## src/rtl/pwm32_pkg.sv

```systemverilog
// Shared constants and types for the PWM32 timer engine.
package pwm32_pkg;

  localparam int   TMR_W_DEF      = 32;
  localparam logic IDLE_LEVEL_DEF = 1'b0;

  // Period-boundary copies of the programming registers; sized for the widest timer.
  typedef struct packed {
    logic [TMR_W_DEF-1:0] pre;
    logic [TMR_W_DEF-1:0] cmp1;
    logic [TMR_W_DEF-1:0] cmp2;
  } shadow_t;

endpackage

```

## src/rtl/pwm32_prescaler.sv

```systemverilog
// PCLK divider: emits a tick every pre_sh+1 enabled cycles, held cleared while disabled.
module pwm32_prescaler
  import pwm32_pkg::*;
#(
  parameter int TMR_W = TMR_W_DEF
) (
  input  logic             PCLK,
  input  logic             PRESETn,
  input  logic             en,
  input  logic [TMR_W-1:0] pre_sh,
  output logic             tick
);

  logic [TMR_W-1:0] pre_cnt_q, pre_cnt_d;

  // The first enabled cycle already counts, so the first tick lands in cycle pre_sh+1.
  always_comb begin
    tick      = en && (pre_cnt_q == pre_sh);
    pre_cnt_d = pre_cnt_q + TMR_W'(1);
    if (!en || tick) pre_cnt_d = '0;
  end

  always_ff @(posedge PCLK or negedge PRESETn) begin
    if (!PRESETn) pre_cnt_q <= '0;
    else          pre_cnt_q <= pre_cnt_d;
  end

endmodule

```

## src/rtl/pwm32_core.sv

```systemverilog
// PWM timer engine: prescaled period counter with double-buffered period/duty compares.
module pwm32_core
  import pwm32_pkg::*;
#(
  parameter int   TMR_W      = TMR_W_DEF,
  parameter logic IDLE_LEVEL = IDLE_LEVEL_DEF
) (
  input  logic             PCLK,
  input  logic             PRESETn,
  input  logic [TMR_W-1:0] PRE,
  input  logic [TMR_W-1:0] TMRCMP1,
  input  logic [TMR_W-1:0] TMRCMP2,
  input  logic             TMREN,
  output logic             pwm_out,
  output logic             period_end,
  output logic [TMR_W-1:0] tmr_value
);

  shadow_t          sh_q, sh_d, sh_load;
  logic [TMR_W-1:0] tmr_cnt_q, tmr_cnt_d;
  logic [TMR_W-1:0] tmr_value_q;
  logic [TMR_W-1:0] pre_sh, cmp1_sh, cmp2_sh;
  logic             pwm_out_q, pwm_out_d;
  logic             period_end_q, period_end_d;
  logic             tick;

  assign pre_sh  = sh_q.pre[TMR_W-1:0];
  assign cmp1_sh = sh_q.cmp1[TMR_W-1:0];
  assign cmp2_sh = sh_q.cmp2[TMR_W-1:0];

  assign sh_load = '{pre:  TMR_W_DEF'(PRE),
                     cmp1: TMR_W_DEF'(TMRCMP1),
                     cmp2: TMR_W_DEF'(TMRCMP2)};

  pwm32_prescaler #(.TMR_W(TMR_W)) u_pre (
    .PCLK    (PCLK),
    .PRESETn (PRESETn),
    .en      (TMREN),
    .pre_sh  (pre_sh),
    .tick    (tick)
  );

  // Disable takes priority over a coinciding wrap: no pulse, only the disabled-mode load.
  always_comb begin
    sh_d         = sh_q;
    tmr_cnt_d    = tmr_cnt_q;
    period_end_d = 1'b0;
    pwm_out_d    = IDLE_LEVEL;
    if (!TMREN) begin
      sh_d      = sh_load;
      tmr_cnt_d = '0;
    end else begin
      pwm_out_d = (tmr_cnt_q < cmp2_sh);
      if (tick) begin
        if (tmr_cnt_q == cmp1_sh) begin
          tmr_cnt_d    = '0;
          period_end_d = 1'b1;
          sh_d         = sh_load;
        end else begin
          tmr_cnt_d = tmr_cnt_q + TMR_W'(1);
        end
      end
    end
  end

  always_ff @(posedge PCLK or negedge PRESETn) begin
    if (!PRESETn) begin
      sh_q         <= '0;
      tmr_cnt_q    <= '0;
      tmr_value_q  <= '0;
      pwm_out_q    <= IDLE_LEVEL;
      period_end_q <= 1'b0;
    end else begin
      sh_q         <= sh_d;
      tmr_cnt_q    <= tmr_cnt_d;
      tmr_value_q  <= tmr_cnt_d;
      pwm_out_q    <= pwm_out_d;
      period_end_q <= period_end_d;
    end
  end

  assign pwm_out    = pwm_out_q;
  assign period_end = period_end_q;
  assign tmr_value  = tmr_value_q;

endmodule
```

## config.mk

```make
export PLATFORM = sky130hd
export DESIGN_NAME = pwm32_core
export DESIGN_NICKNAME = d
export VERILOG_FILES = /design/src/rtl/pwm32_pkg.sv /design/src/rtl/pwm32_prescaler.sv /design/src/rtl/pwm32_core.sv
export SDC_FILE = /design/constraint.sdc
export NUM_CORES = 1
export LEC_CHECK = 0
export CAP_MARGIN = 20
export CORE_MARGIN = 3
export CORE_UTILIZATION = 35
export DETAILED_ROUTE_END_ITERATION = 8
export MAX_ROUTING_LAYER = met4
export PLACE_DENSITY = 0.53
export SYNTH_ARGS = -nofsm -noshare
export SYNTH_HDL_FRONTEND = slang
export SYNTH_SLANG_ARGS = --single-unit
```

## constraint.sdc

```tcl
create_clock -name PCLK -period 3.41 [get_ports PCLK]
set_input_delay 0.341 -clock PCLK [delete_from_list [all_inputs] [get_ports PCLK]]
set_output_delay 0.341 -clock PCLK [all_outputs]
set_load 0.05 [all_outputs]
```

==> impl_metrics.env <==
export IMPL_status="finished, final reports clean"
export IMPL_avgSynthCellArea_sq_um=11.1
export IMPL_drv_slew=0
export IMPL_post_cts_buffers=0
export IMPL_firstDrtPassIters=4
export IMPL_maxSlewHeadroom=0.531
export IMPL_r2r_slack_ns=0.56
export IMPL_grt_pass1_wl_mm=35.4
export IMPL_powerDensity_mw_per_mm2=424
export IMPL_cts_hold_buf=1
export IMPL_path_clk_slew_ns=0.07
export IMPL_cts_resized=0
export IMPL_final_period_utilization=0.836
export IMPL_endpoint_kind="register"
export IMPL_die_area_sq_mm=0.0270
export IMPL_peakVddDrop_v=0.000340
export IMPL_pin_count=133
export IMPL_fmax_mhz=351
export IMPL_drt_initial_drc_count=402
export IMPL_cts_tree="yes"
export IMPL_syn_area_sq_mm=0.00876
export IMPL_grt_start_max_net_pins=70
export IMPL_reg2regPathDepth=7
export IMPL_fill_cells=2318
export IMPL_whs_ns=0.508
export IMPL_ctsHtreeMaxLevel=4
export IMPL_multiInputGateArea_sq_mm=0.00431
export IMPL_synth_area_top_cells="dfrtp_1 46%, xor2_1 8.1%, mux2_2 7.2%"
export IMPL_fp_dieH_microns=164
export IMPL_fin_crit_ns=2.85
export IMPL_port_buffer_count=132
export IMPL_worstPathArrival_ns=3.17
export IMPL_finalHoldViolCount=0
export IMPL_timing_rr_end="cmp2_sh[0]"
export IMPL_core_sq_mm=0.0245
export IMPL_overflow=0
export IMPL_dpl_hpwl_mm=16.6
export IMPL_design_area_sq_mm=0.0110
export IMPL_synth_top_area_cell="dfrtp_1"
export IMPL_placed_area_sq_mm=0.0104
export IMPL_critPathKind="reg -> reg"
export IMPL_root_buffer="clkbuf_16"
export IMPL_place_gp_congestion=0.832
export IMPL_insertion_delay_ns=0.43
export IMPL_required_ns=3.73
export IMPL_reg2reg_from="tmr_value[18]"
export IMPL_endpoint="cmp2_sh[0]"
export IMPL_async_reset_ff_frac=1.00
export IMPL_syn_to_final_growth_pct=25.6
export IMPL_antenna_found_initial=0
export IMPL_ys_types=54
export IMPL_grt_setup_unrepaired="no"
export IMPL_rows=57
export IMPL_die_x_microns=164
export IMPL_syn_inst=789
export IMPL_fin_nets=1056
export IMPL_cts_buffers=17
export IMPL_clock_path_buffers=2
export IMPL_cp_startpoint="tmr_value[18]"
export IMPL_final_seq_area_sq_mm=0.00405
export IMPL_via_count=6371
export IMPL_route_detailed_drc=0
export IMPL_p_leak_nw=4.88
export IMPL_grt_pass1_vias=6298
export IMPL_fin_skew_ns=0.0136
export IMPL_wire_per_inst_microns=18.0
export IMPL_numClockSinks=162
export IMPL_drt_total_wl_mm=22.7
export IMPL_drive_above_1_share=0.161
export IMPL_fin_tns_setup_ns=0
export IMPL_yosysTopAreaCellShare=0.463
export IMPL_start_util=0.358
export IMPL_ys_seq_elements=162
export IMPL_maxCapViolCount=0
export IMPL_setup_viol=0
export IMPL_synth_edf_count=0
export IMPL_cp_max_fo=27
export IMPL_hp_class="in -> async"
export IMPL_worstSetupStartpointType="register"
export IMPL_drtAntennaViolNets=0
export IMPL_ys_warnings_count=0
export IMPL_antenna_cells=0
export IMPL_ys_seq_area_frac=0.463
export IMPL_synth_net_count=921
export IMPL_worst_pin_slew_ns=0.704
export IMPL_vias_per_cell=5.05
export IMPL_yosys_most_used_dff="dfrtp_1"
export IMPL_grt_usage=0.177
==> flip-flops by register name, summed over array words and instances (netlist names) <==
signal,count
cmp1_sh,32
pre_sh,32
u_pre.pre_cnt_q,32
tmr_value,32
cmp2_sh,32
pwm_out,1
period_end,1
==> worst max-delay path, stage by stage, from the launching register on <==
cell     delay (ns)
dfrtp_1        0.51
xor2_1         0.21
nor4_1         0.49
nand4_1        0.24
or2_1          0.31
o21ai_4        0.18
buf_4          0.39
mux2_2         0.39
==> power breakdown <==
| part | total, mW | internal (mW) | switching, mW |
|---|---|---|---|
| clock network | 1.96 | 1.10 | 0.861 |
| registers | 2.14 | 2.04 | 0.0962 |
| logic | 0.561 | 0.319 | 0.241 |
==> cells in the mapped netlist (4+ instances only) <==
master / n
o22ai_1: 12
and4_1: 5
nand4b_1: 4
or3_1: 11
and3_1: 13
nand3_1: 31
buf_1: 4
o32ai_1: 7
nor2_1: 42
a31oi_1: 6
dfrtp_1: 162
xnor2_1: 11
xor2_1: 81
buf_12: 4
nand2b_1: 7
o21ai_0: 7
a21o_1: 15
clkbuf_1: 16
nand4_1: 27
ha_1: 33
a21oi_1: 33
buf_2: 4
mux2_2: 56
nor4_1: 21
buf_4: 5
nor3_1: 8
nand2_1: 45
inv_1: 43
mux2_4: 40
==> stage by stage <==
step / setup slack (ns) / util / cells / power, mW
6_report: 0.559 / 0.450 / 1261 / 4.67
5_1_grt: 0.381 / 0.450 / 1261 / 4.87
4_1_cts: 0.481 / 0.450 / 1261 / 4.74
3_5_place_dp: 0.492 / 0.425 / 1228 / 2.75
3_3_place_gp: 0.519 / 0.425 / 1228 / 2.74
2_1_floorplan: 0.711 / - / 789 / 2.48
==> logic make-up after synthesis <==
kind of cell             synth area share
AO/OA/AOI/OAI                      0.0744
XOR/XNOR                           0.0920
adder cells (fa/ha/maj)            0.0472
buffers and inverters              0.0457
flip-flops                          0.463
multiplexers                        0.141
AND/OR/NAND/NOR                     0.137
==> layout by cell type, fill, tap and decap left out, types with 17 or more instances in the layout <==
cell type / count
clkdlybuf4s50_1: 131
nand2_1: 45
buf_4: 17
ha_1: 33
nor2_1: 42
nand4_1: 27
nor4_1: 21
xor2_1: 81
clkbuf_16: 17
nand3_1: 31
inv_1: 43
a21oi_1: 33
mux2_2: 56
mux2_4: 40
dfrtp_1: 162
==> layer usage <==
| metal | track usage | up-vias | part of all wire |
|---|---|---|---|
| li1 | - | 3088 | - |
| met1 | 0.232 | 3101 | 0.46 |
| met2 | 0.282 | 161 | 0.48 |
| met3 | 0.0305 | 21 | 0.042 |
| met4 | 0.0542 | 0 | 0.018 |
| met5 | - | - | 0 |
==> cell type report <==
class | count | area share
multi-input cells | 549 | 0.391
well taps | 324 | 0.0368
flip-flops and latches | 162 | 0.368
inverters | 43 | 0.0147
clock buffers | 18 | 0.0390
repair buffers | 151 | 0.135
clock inverters | 14 | 0.0151
==> worst min-delay path by stage <==
| stage | start | end | cells past startpoint |
|---|---|---|---|
| after floorplan | PRESETn | cmp1_sh[0] | 0 |
| after global placement | PRESETn | tmr_value[5] | 1 |
| after detailed placement | PRESETn | tmr_value[5] | 1 |
| after CTS | TMRCMP2[28] | cmp2_sh[28] | 2 |
| after global routing | TMRCMP1[14] | cmp1_sh[14] | 2 |
| final | PRESETn | tmr_value[5] | 2 |
Note: power is estimated with default switching activity, not from simulation.
